`src/rtl/picomips_pkg.sv`:
```
// Shared types and defaults for the picoMIPS fetch front end.
`timescale 1ns/1ps
package picomips_pkg;

  localparam int PSIZE_DEF = 8;
  localparam int ISIZE_DEF = 24;
  localparam int OPC_W     = 6;

  typedef enum logic [1:0] {
    S_IDLE  = 2'd0,
    S_FETCH = 2'd1,
    S_ISSUE = 2'd2
  } fetch_state_t;

  function automatic logic [OPC_W-1:0] opcode_of(input logic [ISIZE_DEF-1:0] word);
    return word[ISIZE_DEF-1 -: OPC_W];
  endfunction

endpackage

```
`src/rtl/pc_fetch_if.sv`:
```
// Program-memory fetch handshake: req/addr out from the fetch unit, ack/rdata back from memory.
`timescale 1ns/1ps
interface pc_fetch_if #(
  parameter int PSIZE = picomips_pkg::PSIZE_DEF,
  parameter int ISIZE = picomips_pkg::ISIZE_DEF
);
  logic             req;
  logic [PSIZE-1:0] addr;
  logic             ack;
  logic [ISIZE-1:0] rdata;

  modport master (output req, output addr, input ack, input rdata);
  modport slave  (input req, input addr, output ack, output rdata);
endinterface

```
`src/rtl/pc_next.sv`:
```
// Next-PC selection: absolute > relative > increment > hold, plus a flag for conflicting controls.
`timescale 1ns/1ps
module pc_next #(
  parameter int PSIZE = picomips_pkg::PSIZE_DEF
) (
  input  logic [PSIZE-1:0] pc,
  input  logic             PCincr,
  input  logic             PCrelbranch,
  input  logic             PCabsbranch,
  input  logic [PSIZE-1:0] branch_addr,
  output logic [PSIZE-1:0] next_pc,
  output logic             multi_sel
);

  // Offset is relative to the branching instruction's own address; wraps modulo 2^PSIZE.
  logic signed [PSIZE-1:0] rel_sum;
  assign rel_sum = $signed(pc) + $signed(branch_addr);

  always_comb begin
    next_pc = pc;
    if (PCabsbranch)
      next_pc = branch_addr;
    else if (PCrelbranch)
      next_pc = $unsigned(rel_sum);
    else if (PCincr)
      next_pc = pc + PSIZE'(1);
  end

  assign multi_sel = (PCabsbranch & PCrelbranch) |
                     (PCabsbranch & PCincr) |
                     (PCrelbranch & PCincr);

endmodule

```
`src/rtl/pc_fetch.sv`:
```
// picoMIPS program counter and instruction fetch: fetches the word at pc, holds it until instr_done.
`timescale 1ns/1ps
module pc_fetch
  import picomips_pkg::*;
#(
  parameter int               PSIZE    = PSIZE_DEF,
  parameter int               ISIZE    = ISIZE_DEF,
  parameter logic [PSIZE-1:0] RESET_PC = '0
) (
  input  logic             clk,
  input  logic             reset,
  pc_fetch_if.master       imem,
  output logic [ISIZE-1:0] instr,
  output logic             instr_valid,
  input  logic             instr_done,
  input  logic             PCincr,
  input  logic             PCrelbranch,
  input  logic             PCabsbranch,
  input  logic [PSIZE-1:0] branch_addr,
  output logic [PSIZE-1:0] pc,
  output logic             ctrl_err
);

  fetch_state_t     state;
  logic             req_q;
  logic [PSIZE-1:0] next_pc;
  logic             multi_sel;

  pc_next #(.PSIZE(PSIZE)) u_pc_next (
    .pc          (pc),
    .PCincr      (PCincr),
    .PCrelbranch (PCrelbranch),
    .PCabsbranch (PCabsbranch),
    .branch_addr (branch_addr),
    .next_pc     (next_pc),
    .multi_sel   (multi_sel)
  );

  assign imem.req  = req_q;
  assign imem.addr = pc;

  always_ff @(posedge clk or posedge reset) begin
    if (reset) begin
      state       <= S_IDLE;
      pc          <= RESET_PC;
      req_q       <= 1'b0;
      instr       <= '0;
      instr_valid <= 1'b0;
      ctrl_err    <= 1'b0;
    end else begin
      case (state)
        S_IDLE: begin
          req_q <= 1'b1;
          state <= S_FETCH;
        end
        S_FETCH: begin
          // ack only counts while our request is actually outstanding
          if (req_q && imem.ack) begin
            instr       <= imem.rdata;
            instr_valid <= 1'b1;
            req_q       <= 1'b0;
            state       <= S_ISSUE;
          end
        end
        S_ISSUE: begin
          if (instr_done) begin
            pc          <= next_pc;
            instr_valid <= 1'b0;
            req_q       <= 1'b1;
            state       <= S_FETCH;
            if (multi_sel)
              ctrl_err <= 1'b1;
          end
        end
        default: begin
          req_q <= 1'b0;
          state <= S_IDLE;
        end
      endcase
    end
  end

endmodule

```
`src/flat_wrapper.sv`:
```
// flat-port wrapper written by rule: the top's interface ports become plain ports
module pc_fetch_flat import picomips_pkg::*;
#(
  parameter int               PSIZE    = PSIZE_DEF,
  parameter int               ISIZE    = ISIZE_DEF,
  parameter logic [PSIZE-1:0] RESET_PC = '0
)
  (clk, reset, instr, instr_valid, instr_done, PCincr, PCrelbranch, PCabsbranch, branch_addr, pc, ctrl_err, imem_req, imem_addr, imem_ack, imem_rdata);
  pc_fetch_if #(.PSIZE(PSIZE), .ISIZE(ISIZE)) imem_i ();
  input  logic clk;
  input  logic reset;
  output logic [ISIZE-1:0] instr;
  output logic instr_valid;
  input  logic instr_done;
  input  logic PCincr;
  input  logic PCrelbranch;
  input  logic PCabsbranch;
  input  logic [PSIZE-1:0] branch_addr;
  output logic [PSIZE-1:0] pc;
  output logic ctrl_err;
  output wire logic [$bits(imem_i.req)-1:0] imem_req;
  output wire logic [$bits(imem_i.addr)-1:0] imem_addr;
  input wire logic [$bits(imem_i.ack)-1:0] imem_ack;
  input wire logic [$bits(imem_i.rdata)-1:0] imem_rdata;
  assign imem_req = imem_i.req;
  assign imem_addr = imem_i.addr;
  assign imem_i.ack = imem_ack;
  assign imem_i.rdata = imem_rdata;
  pc_fetch #(.PSIZE(PSIZE), .ISIZE(ISIZE), .RESET_PC(RESET_PC)) u_core (.clk(clk), .reset(reset), .imem(imem_i), .instr(instr), .instr_valid(instr_valid), .instr_done(instr_done), .PCincr(PCincr), .PCrelbranch(PCrelbranch), .PCabsbranch(PCabsbranch), .branch_addr(branch_addr), .pc(pc), .ctrl_err(ctrl_err));
endmodule
```
`config.mk`:
```
export PLATFORM = sky130hd
export DESIGN_NAME = pc_fetch_flat
export DESIGN_NICKNAME = d
export VERILOG_FILES = /design/src/rtl/picomips_pkg.sv /design/src/rtl/pc_fetch_if.sv /design/src/rtl/pc_next.sv /design/src/rtl/pc_fetch.sv /design/src/flat_wrapper.sv
export SDC_FILE = /design/constraint.sdc
export NUM_CORES = 1
export LEC_CHECK = 0
export ABC_CLOCK_PERIOD_IN_PS = 2000
export CORE_MARGIN = 5
export CORE_UTILIZATION = 44
export CTS_CLUSTER_DIAMETER = 120
export CTS_CLUSTER_SIZE = 40
export DETAILED_ROUTE_END_ITERATION = 8
export GPL_TIMING_DRIVEN = 1
export PLACE_DENSITY_LB_ADDON = 0.25
export SETUP_SLACK_MARGIN = 0.05
export SYNTH_ARGS = -nofsm -noshare
export SYNTH_HDL_FRONTEND = slang
export SYNTH_SLANG_ARGS = --single-unit
```
`constraint.sdc`:
```
create_clock -name clk -period 2 [get_ports clk]
set_input_delay 0.3 -clock clk [delete_from_list [all_inputs] [get_ports clk]]
set_output_delay 0.3 -clock clk [all_outputs]
set_load 0.02 [all_outputs]
```
; Yosys cells after proc, flatten, opt, wreduce, memory -nomap -nowiden
; Cells that the tools add are included.
[totals]
ff_bits = 37
[op_classes]
n_addsub = 2
n_eq_ne = 4
n_mux = 12
n_bitwise = 5
n_reduce_logical = 9
[op_table]
columns = cell, count
row1 = 8-bit two-way mux, 3
row2 = 3-bit AND reduction, 3
row3 = "8-bit by 1-bit adder with 8-bit output, second input constant", 1
row4 = 8-bit adder, 1
row5 = 2-bit one-hot mux with 3 select lines, 1
row6 = 1-bit two-way mux, 4
row7 = 2-bit two-way mux, 2
row8 = 2-bit AND reduction, 2
row9 = 1-bit AND, 3
row10 = 1-bit one-hot mux with 3 select lines, 1
row11 = 3-bit nonzero test, 1
row12 = "2-bit by 1-bit equality test with 1-bit output, second input constant", 1
row13 = "2-bit equality test, second input constant", 1
row14 = 2-bit zero test, 1
row15 = "2-bit by 1-bit inequality test with 1-bit output, second input constant", 1
row16 = "2-bit inequality test, second input constant", 1
row17 = 1-bit bitwise OR, 2
row18 = 1-bit one-hot mux with 2 select lines, 1
row19 = 2-bit nonzero test, 1
row20 = 1-bit logical AND, 1

; Longest topological paths before layout
[logic_depth]
ltp_word = 4
ltp_mapped = 8
ltp_nobuf = 8

; Modules after synthesis
; From an unflattened synthesis, not the netlist that was laid out.
[unflattened]
cells_unflattened = 192
area_unflattened_um2 = 2154.6
[by_module_without_submodules]
columns = mod, instances, cells_each, area_each_um2, seq_area_each_um2
row1 = pc_fetch, 1, 93, 1468.9, 900.9
row2 = pc_next, 1, 99, 685.7, 0.0

; Worst setup path before layout
; OpenSTA, ideal clock, no wires.
[synth_timing]
path_kind = flip-flop to flip-flop
from = register u_core.pc[0] (netlist: u_core.imem.addr[0])
to = register u_core.pc[6] (netlist: u_core.imem.addr[6])
setup_time_ps = 120
arrival_time_ps = 1875
required_ps = 1880
path_slack_ps = 5
path_stages_with_launch = 9
path_buffers = 0
cell_sequence = dfrtp_1 ha_1 inv_1 fa_1 nor2b_1 o31ai_1 a21oi_1 xor2_1 a41o_1
[synth_between]
elab_chain_cells = 4
elab_cells_between_ends = 5
classes_between = 2 x add/sub / 3 x mux
[synth_lines]
columns = element, line_no
row1 = "start, declared", pc_fetch.sv:20  ; output logic [PSIZE-1:0] pc,
row2 = "start signal, assigned", pc_fetch.sv:67  ; pc <= next_pc;
row3 = 8-bit by 1-bit adder with 8-bit output, pc_next.sv:26  ; next_pc = pc + PSIZE'(1);
row4 = 8-bit two-way mux, pc_next.sv:25  ; else if (PCincr)
row5 = 8-bit two-way mux *, pc_next.sv:23  ; else if (PCrelbranch)
row6 = 8-bit two-way mux *, pc_next.sv:21  ; if (PCabsbranch)
; Every way passes the cells marked *; elsewhere a longest branch is shown, timed or not. The select of a mux whose other input is x is not followed.
; A chain may end at the register's enable or synchronous reset.

; Worst setup path after layout
[layout_timing]
from = input port branch_addr[2]
to = register u_core.pc[6] (netlist: u_core.imem.addr[6])
[layout_between]
elab_chain_cells = 3
[layout_lines]
columns = element, line_no
row1 = "start, declared", flat_wrapper.sv:18  ; input logic [PSIZE-1:0] branch_addr;
row2 = 8-bit adder, pc_next.sv:17  ; assign rel_sum = $signed(pc) + $signed(branch_addr);
row3 = 8-bit two-way mux, pc_next.sv:23
row4 = 8-bit two-way mux, pc_next.sv:21
; Every way passes these cells.

==> metrics.csv <==
stage,metric,value,unit
outcome,status,"finished, final reports clean",
timing,fmax,546,MHz
cells_and_area,antennaDiodeCount,0,
logic_synthesis,yosys-top-cells-area,"dfrtp_1 (45%), mux2_1 (13%), ha_1 (4.8%), buf_4 (3.3%), nand2_1 (2.7%)",
timing,setup_viol,0,
timing,min_period,1.83,ns
worst_setup_path,crit_chain,clkdlybuf4s50_1 -> ha_1 -> nor2b_2 -> o31ai_1 -> a21oi_1 -> xor2_1 -> a41o_1,
die,ios,82,
worst_setup_path,timing.critical_path.to_type,flop,
worst_setup_path,crit_slowest_cell,clkdlybuf4s50_1,
power,powerDensity,1480,mW/mm^2
timing,rsz0062_at_grt,no,
die,die_width,78.7,um
worst_setup_path,critPathMaxFanout,3,
placement,numPortBuffers,81,
logic_synthesis,synth-xor-area-share,0.0338,
worst_setup_path,r2r_start,u_core.imem.addr[0]$_DFFE_PP0P_,
logic_synthesis,avgSynthCellArea,10.9,um^2
die,rows,25,
global_route,grt_pass1_wl,8430,um
clock_network,cts_made_buffers,5,
worst_setup_path,regToRegEndpoint,u_core.imem.addr[6]$_DFFE_PP0P_,
worst_setup_path,reg2reg_depth,8,
routing,ant_nets,0,
routing,firstDrtPassIters,4,
clock_network,cts_max_path_buffers,2,
logic_synthesis,ys_ff_latch,37,
clock_network,cts-root-buf,clkbuf_8,
logic_synthesis,synthDistinctLibCells,45,
placement,place_congestion,0.882,
global_route,grt_start_max_net_pins,27,
clock_network,clkSinkCount,37,
timing,relSlewSlack,0.671,
job,cap_violations,0,
global_route,grt.overflow.total,0,
timing,finalHoldViolCount,0,
logic_synthesis,yosys.area.top_type,dfrtp_1,
logic_synthesis,synth_compound_area_frac,0.145,
worst_setup_path,required,2.18,ns
timing,min_period_over_period,0.916,
routing,viasPerCell,5.30,
logic_synthesis,ys_warn_count,0,
logic_synthesis,synthAdderAreaFrac,0.0579,
global_route,grt_use_total,0.173,
cells_and_area,nFillCells,389,
worst_setup_path,max_stage_delay,0.42,ns
placement,hpwlAfterDp,3900,um
routing,drtIter0Drc,83,
worst_setup_path,criticalPathCategory,input port to flop,
routing,vias,1775,
worst_setup_path,r2r_setup_slack,0.17,ns
global_route,antenna_found_initial,0,
clock_network,post_cts_buffers,0,
clock_network,htreeDepth,2,
routing,detail_route.wl_per_cell,15.0,um
cells_and_area,area_growth,49.0,%
timing,worst_slack,0.167,ns
worst_hold_path,hold_path.class,input port to asynchronous set/reset pin,
die,die_area,0.00619,mm^2
logic_synthesis,synth_top_cell_area_share,0.446,
clock_network,clkLatencyLatePin,0.29,ns
logic_synthesis,synth_simple_gate_area_frac,0.120,
clock_network,cts_hold_buf,0,
routing,drc,0,
worst_setup_path,crit_arrival,2.01,ns
logic_synthesis,ys.flop_type,dfrtp_1,
timing,tightestPinTransition,0.492,ns
power,power_leakage,1.35,nW
timing,drv_slew,0,
logic_synthesis,synthCells,191,
die,core_area,0.00466,mm^2
placement,pre_cts_slack,-0.333,ns
logic_synthesis,yosysSeqAreaShare,0.446,
die,die_h,78.7,um
clock_network,clk_pin_slew,0.08,ns
logic_synthesis,synthArstFlopShare,1.00,
cells_and_area,nets,329,
timing,skew,0.00735,ns
cells_and_area,drive_gt1_frac,0.121,
logic_synthesis,synthMuxAreaShare,0.135,
routing,postRouteWirelength,5010,um
logic_synthesis,synthesis.nets,239,
logic_synthesis,synth_top_family_by_area,compound AO/OA/AOI/OAI gates,
logic_synthesis,synth_edf_count,0,
die,start_util,0.445,
global_route,grt_pass1_vias,1832,
cells_and_area,final_core_util,0.663,
logic_synthesis,synth_area,0.00207,mm^2
power,peakVddDrop,0.824,mV
worst_setup_path,startpoint_type,input port,
clock_network,cts_tree,yes,
==> metal layers <==
layer / up-vias / routed length, um / global-route usage
li1: 854 / - / -
met1: 852 / 2030 / 0.205
met2: 62 / 2380 / 0.275
met3: 7 / 542 / 0.0837
met4: 0 / 60 / 0.0524
met5: - / 0 / 0
==> cells by family after synthesis <==
group	count (synthesis)
buf+inv	22
simple gates	44
xor+xnor	8
compound gates	46
mux	25
flops	37
fa+ha+maj	9
==> how the worst max path moves through the flow <==
| stage | end | depth (start not counted) | startpoint |
|---|---|---|---|
| 4_1_cts | u_core.imem.addr[6]$_DFFE_PP0P_ | 9 | branch_addr[0] |
| 2_1_floorplan | u_core.imem.addr[6]$_DFFE_PP0P_ | 7 | u_core.imem.addr[1]$_DFFE_PP0P_ |
| 6_report | u_core.imem.addr[6]$_DFFE_PP0P_ | 7 | branch_addr[2] |
| 3_5_place_dp | u_core.imem.addr[6]$_DFFE_PP0P_ | 9 | branch_addr[0] |
| 5_1_grt | u_core.imem.addr[6]$_DFFE_PP0P_ | 8 | u_core.imem.addr[0]$_DFFE_PP0P_ |
| 3_3_place_gp | u_core.imem.addr[6]$_DFFE_PP0P_ | 9 | branch_addr[0] |
==> worst max-delay path: cells and delay by family <==
family	cells	cell delay, ns
and+or+nand+nor	1	0.18
xor gates and xnor gates	1	0.15
adders and majority gates	1	0.33
AOI/OAI and AO/OA	3	0.63
buffers and inverters	1	0.42
==> cell usage after synthesis, drive strengths merged, types with 2 or more instances <==
master / number
dfrtp: 37
mux2: 24
nand2: 15
o21ai: 15
buf: 14
a21oi: 12
nor2: 9
ha: 8
inv: 7
xor2: 5
nand2b: 4
a21o: 3
nor2b: 3
o21a: 3
xnor2: 3
a32oi: 2
and4: 2
nand4: 2
nor3: 2
o31ai: 2
==> cell usage in the layout, fill, tap and decap left out, drive strengths merged, types with 4 or more instances in the layout <==
cell and n:
mux2 24, inv 7, nand2 15, o21ai 15, ha 8, xor2 5
buf 17, clkdlybuf4s50 80, nand2b 4, nor2 9, dfrtp 37, clkbuf 6
a21oi 12
==> flip-flops by register name, indices dropped and copies added (netlist names) <==
signal and count:
u_core.state 2, u_core.instr 24, u_core.ctrl_err 1, u_core.imem.req 1
u_core.instr_valid 1, u_core.imem.addr 8
==> layout make-up <==
type / count / area, um^2 / area share
multi-input cells: 132 / 1030 / 0.332
repair buffers: 98 / 953 / 0.308
flip-flops and latches: 37 / 927 / 0.300
clock buffers: 6 / 82.6 / 0.0267
well taps: 54 / 67.6 / 0.0219
inverters: 7 / 26.3 / 0.00850
clock inverters: 1 / 7.51 / 0.00243
==> what timing repair did <==
action | 4_1_cts | 5_1_grt
setup endpoints to repair | 1 | 1
resized for setup | 2 | 2
pin swaps | 1 | 2
==> through the flow <==
stage          hold slack (ns)  instances  TNS [ns]  total power, W  cell area [um^2]
2_1_floorplan            0.432        191         0         0.00287              2080
3_3_place_gp             0.449        328    -0.536         0.00403              2990
3_5_place_dp             0.452        328    -0.864         0.00406              2990
4_1_cts                  0.347        335         0         0.00463              3090
5_1_grt                  0.373        335         0         0.00489              3090
6_report                 0.336        335         0         0.00458              3090
==> report_power, final <==
| part | total, W | internal [W] | switching (W) |
|---|---|---|---|
| Clock | 0.000535 | 0.000272 | 0.000263 |
| Combinational | 0.00266 | 0.00138 | 0.00128 |
| Sequential | 0.00138 | 0.00112 | 0.000264 |
No activity file was read; power rests on OpenSTA's default activity.
==> patch, RTL diff (same flow settings) <==
The package constant `PSIZE_DEF` goes from 8 to 4.
--- a/src/rtl/picomips_pkg.sv
+++ b/src/rtl/picomips_pkg.sv
@@ -4,3 +4,3 @@
 
-  localparam int PSIZE_DEF = 8;
+  localparam int PSIZE_DEF = 4;
   localparam int ISIZE_DEF = 24;
Ports: changed (resized branch_addr, imem_addr and pc); port bits go from 82 to 70. No check against the original RTL was run, so the function may have changed too.
==> patch against the original RTL <==
Routed wire length is 29% lower. Setup slack got worse by 0.010 ns. Total power is 23% lower. Cell area fell by 23%. Sequential cell count shrank 4. Synthesized area shrank 26%. Non-clock buffer count down 21. First-iteration DRC count fell by 11%. Critical endpoint is now u_core.imem.addr[3]$_DFFE_PP0P_. Largest cell class is now sequential cells. Highest routed layer unchanged.
==> patch: results (changes against the original RTL) <==
[detailed_routing]
met2_length_um = 1730  ; was 2380 µm
wl_per_cell_um = 14.4  ; was 15.0 µm
drt-met1-wl_um = 1380  ; was 2030 µm
drtIter0Drc = 74  ; was 83
routed_via_density = 4.83  ; was 5.30

[power_and_ir_drop]
cellLeakagePower_nw = 1.05  ; was 1.35 nW
peakVddDrop_uv = 919  ; was 824 µV

[final_layout]
fin_nets = 239  ; was 329
drive_gt1_share_pct = 20.5  ; was 12.1%

[grt]
grt_pass1_vias = 1307  ; was 1832
grt_max_degree = 34  ; was 27
grt_usage_pct = 16.2  ; was 17.3%
grt_pass1_wl_um = 6120  ; was 8430 µm
grtUsageMet3_pct = 8.87  ; was 8.37%
use_met2_pct = 25.5  ; was 27.5%
gr-usage-met1_pct = 17.8  ; was 20.5%

[clocking]
post-cts-setup-buffers = 0  ; unchanged
clk_latency_ns = 0.33  ; was 0.29 ns

[sta]
finalClockSkew_ns = 0.00614  ; was 0.00735 ns
max_slew_margin_pct = 71.6  ; was 67.1%

[placed_design]
hpwl_um = 2730  ; was 3900 µm
io_buffers = 69  ; was 81
place_congestion = 0.724  ; was 0.882
dpl_worst_slack_ns = -0.205  ; was -0.333 ns
dpl_cell_area_um2 = 2310  ; was 2990 µm²

[synthesis]
synth_common_cells = dfrtp_1, mux2_2, a21oi_1  ; was dfrtp_1, mux2_1, nand2_1
ys_types = 31  ; was 45
yosysSeqAreaShare_pct = 53.7  ; was 44.6%
yosys_warnings = 0  ; unchanged
synth_area_leaders = dfrtp_1, mux2_2, ha_1  ; was dfrtp_1, mux2_1, ha_1

[setup_path]
crit_family = simple AND/OR/NAND/NOR gates  ; was compound AO/OA/AOI/OAI gates
max_stage_delay_ns = 0.44  ; was 0.42 ns
arrival_ns = 2.07  ; was 2.01 ns

[status]
status = finished, final reports clean  ; unchanged

-- patch: cell types whose count changed after synthesis, sizes merged, moves of 4 or more --
cell   change
a21oi      -5
buf        -6
dfrtp      -4
ha         -4
nand2     -13
o21ai     -10
-- patch: layout make-up --
cell class                 instances  area (µm²)
fill                             293         971
tap                               46        57.6
clock buffer                       7        55.1
multi-input combinational         76         638
sequential                        33         826
inverter                           6        22.5
timing repair buffer              77         763
clock inverter                     1        30.0
-- patch: path summary, 6_finish.rpt --
path,slack (ns),endpoint,start,cells past startpoint
worst min register to register,0.49,u_core.ctrl_err$_DFFE_PP0P_,u_core.ctrl_err$_DFFE_PP0P_,1
worst max register to register,0.16,u_core.imem.addr[3]$_DFFE_PP0P_,u_core.imem.addr[1]$_DFFE_PP0P_,5
worst min-delay path,0.34,u_core.instr[9]$_DFFE_PP0P_,reset,3
max in group asynchronous,1.35,u_core.instr[21]$_DFFE_PP0P_,reset,3
min in group clk,0.49,u_core.ctrl_err$_DFFE_PP0P_,u_core.ctrl_err$_DFFE_PP0P_,1
worst max-delay path,0.16,u_core.imem.addr[3]$_DFFE_PP0P_,branch_addr[2],6
-- patch: where the power goes --
group          switching [mW]  internal [mW]  total, mW
combinational           0.838           1.01       1.85
sequential              0.194          0.977       1.17
clock                   0.222          0.298      0.521
-- patch: metrics by stage --
step / hold slack (ns) / cells / utilization (%)
global placement: 0.463 / 238 / 68.6
finish: 0.342 / 246 / 71.1
floorplan: 0.429 / 123 / -
detailed placement: 0.474 / 238 / 68.6
global route: 0.393 / 246 / 71.1
CTS: 0.345 / 246 / 71.1
-- patch: kinds of logic after synthesis --
logic type,synth area share [%]
buf+inv,4.88
flops,53.7
compound gates,8.94
mux,17.6
simple gates,9.27
fa+ha+maj,4.55
xor+xnor,1.14
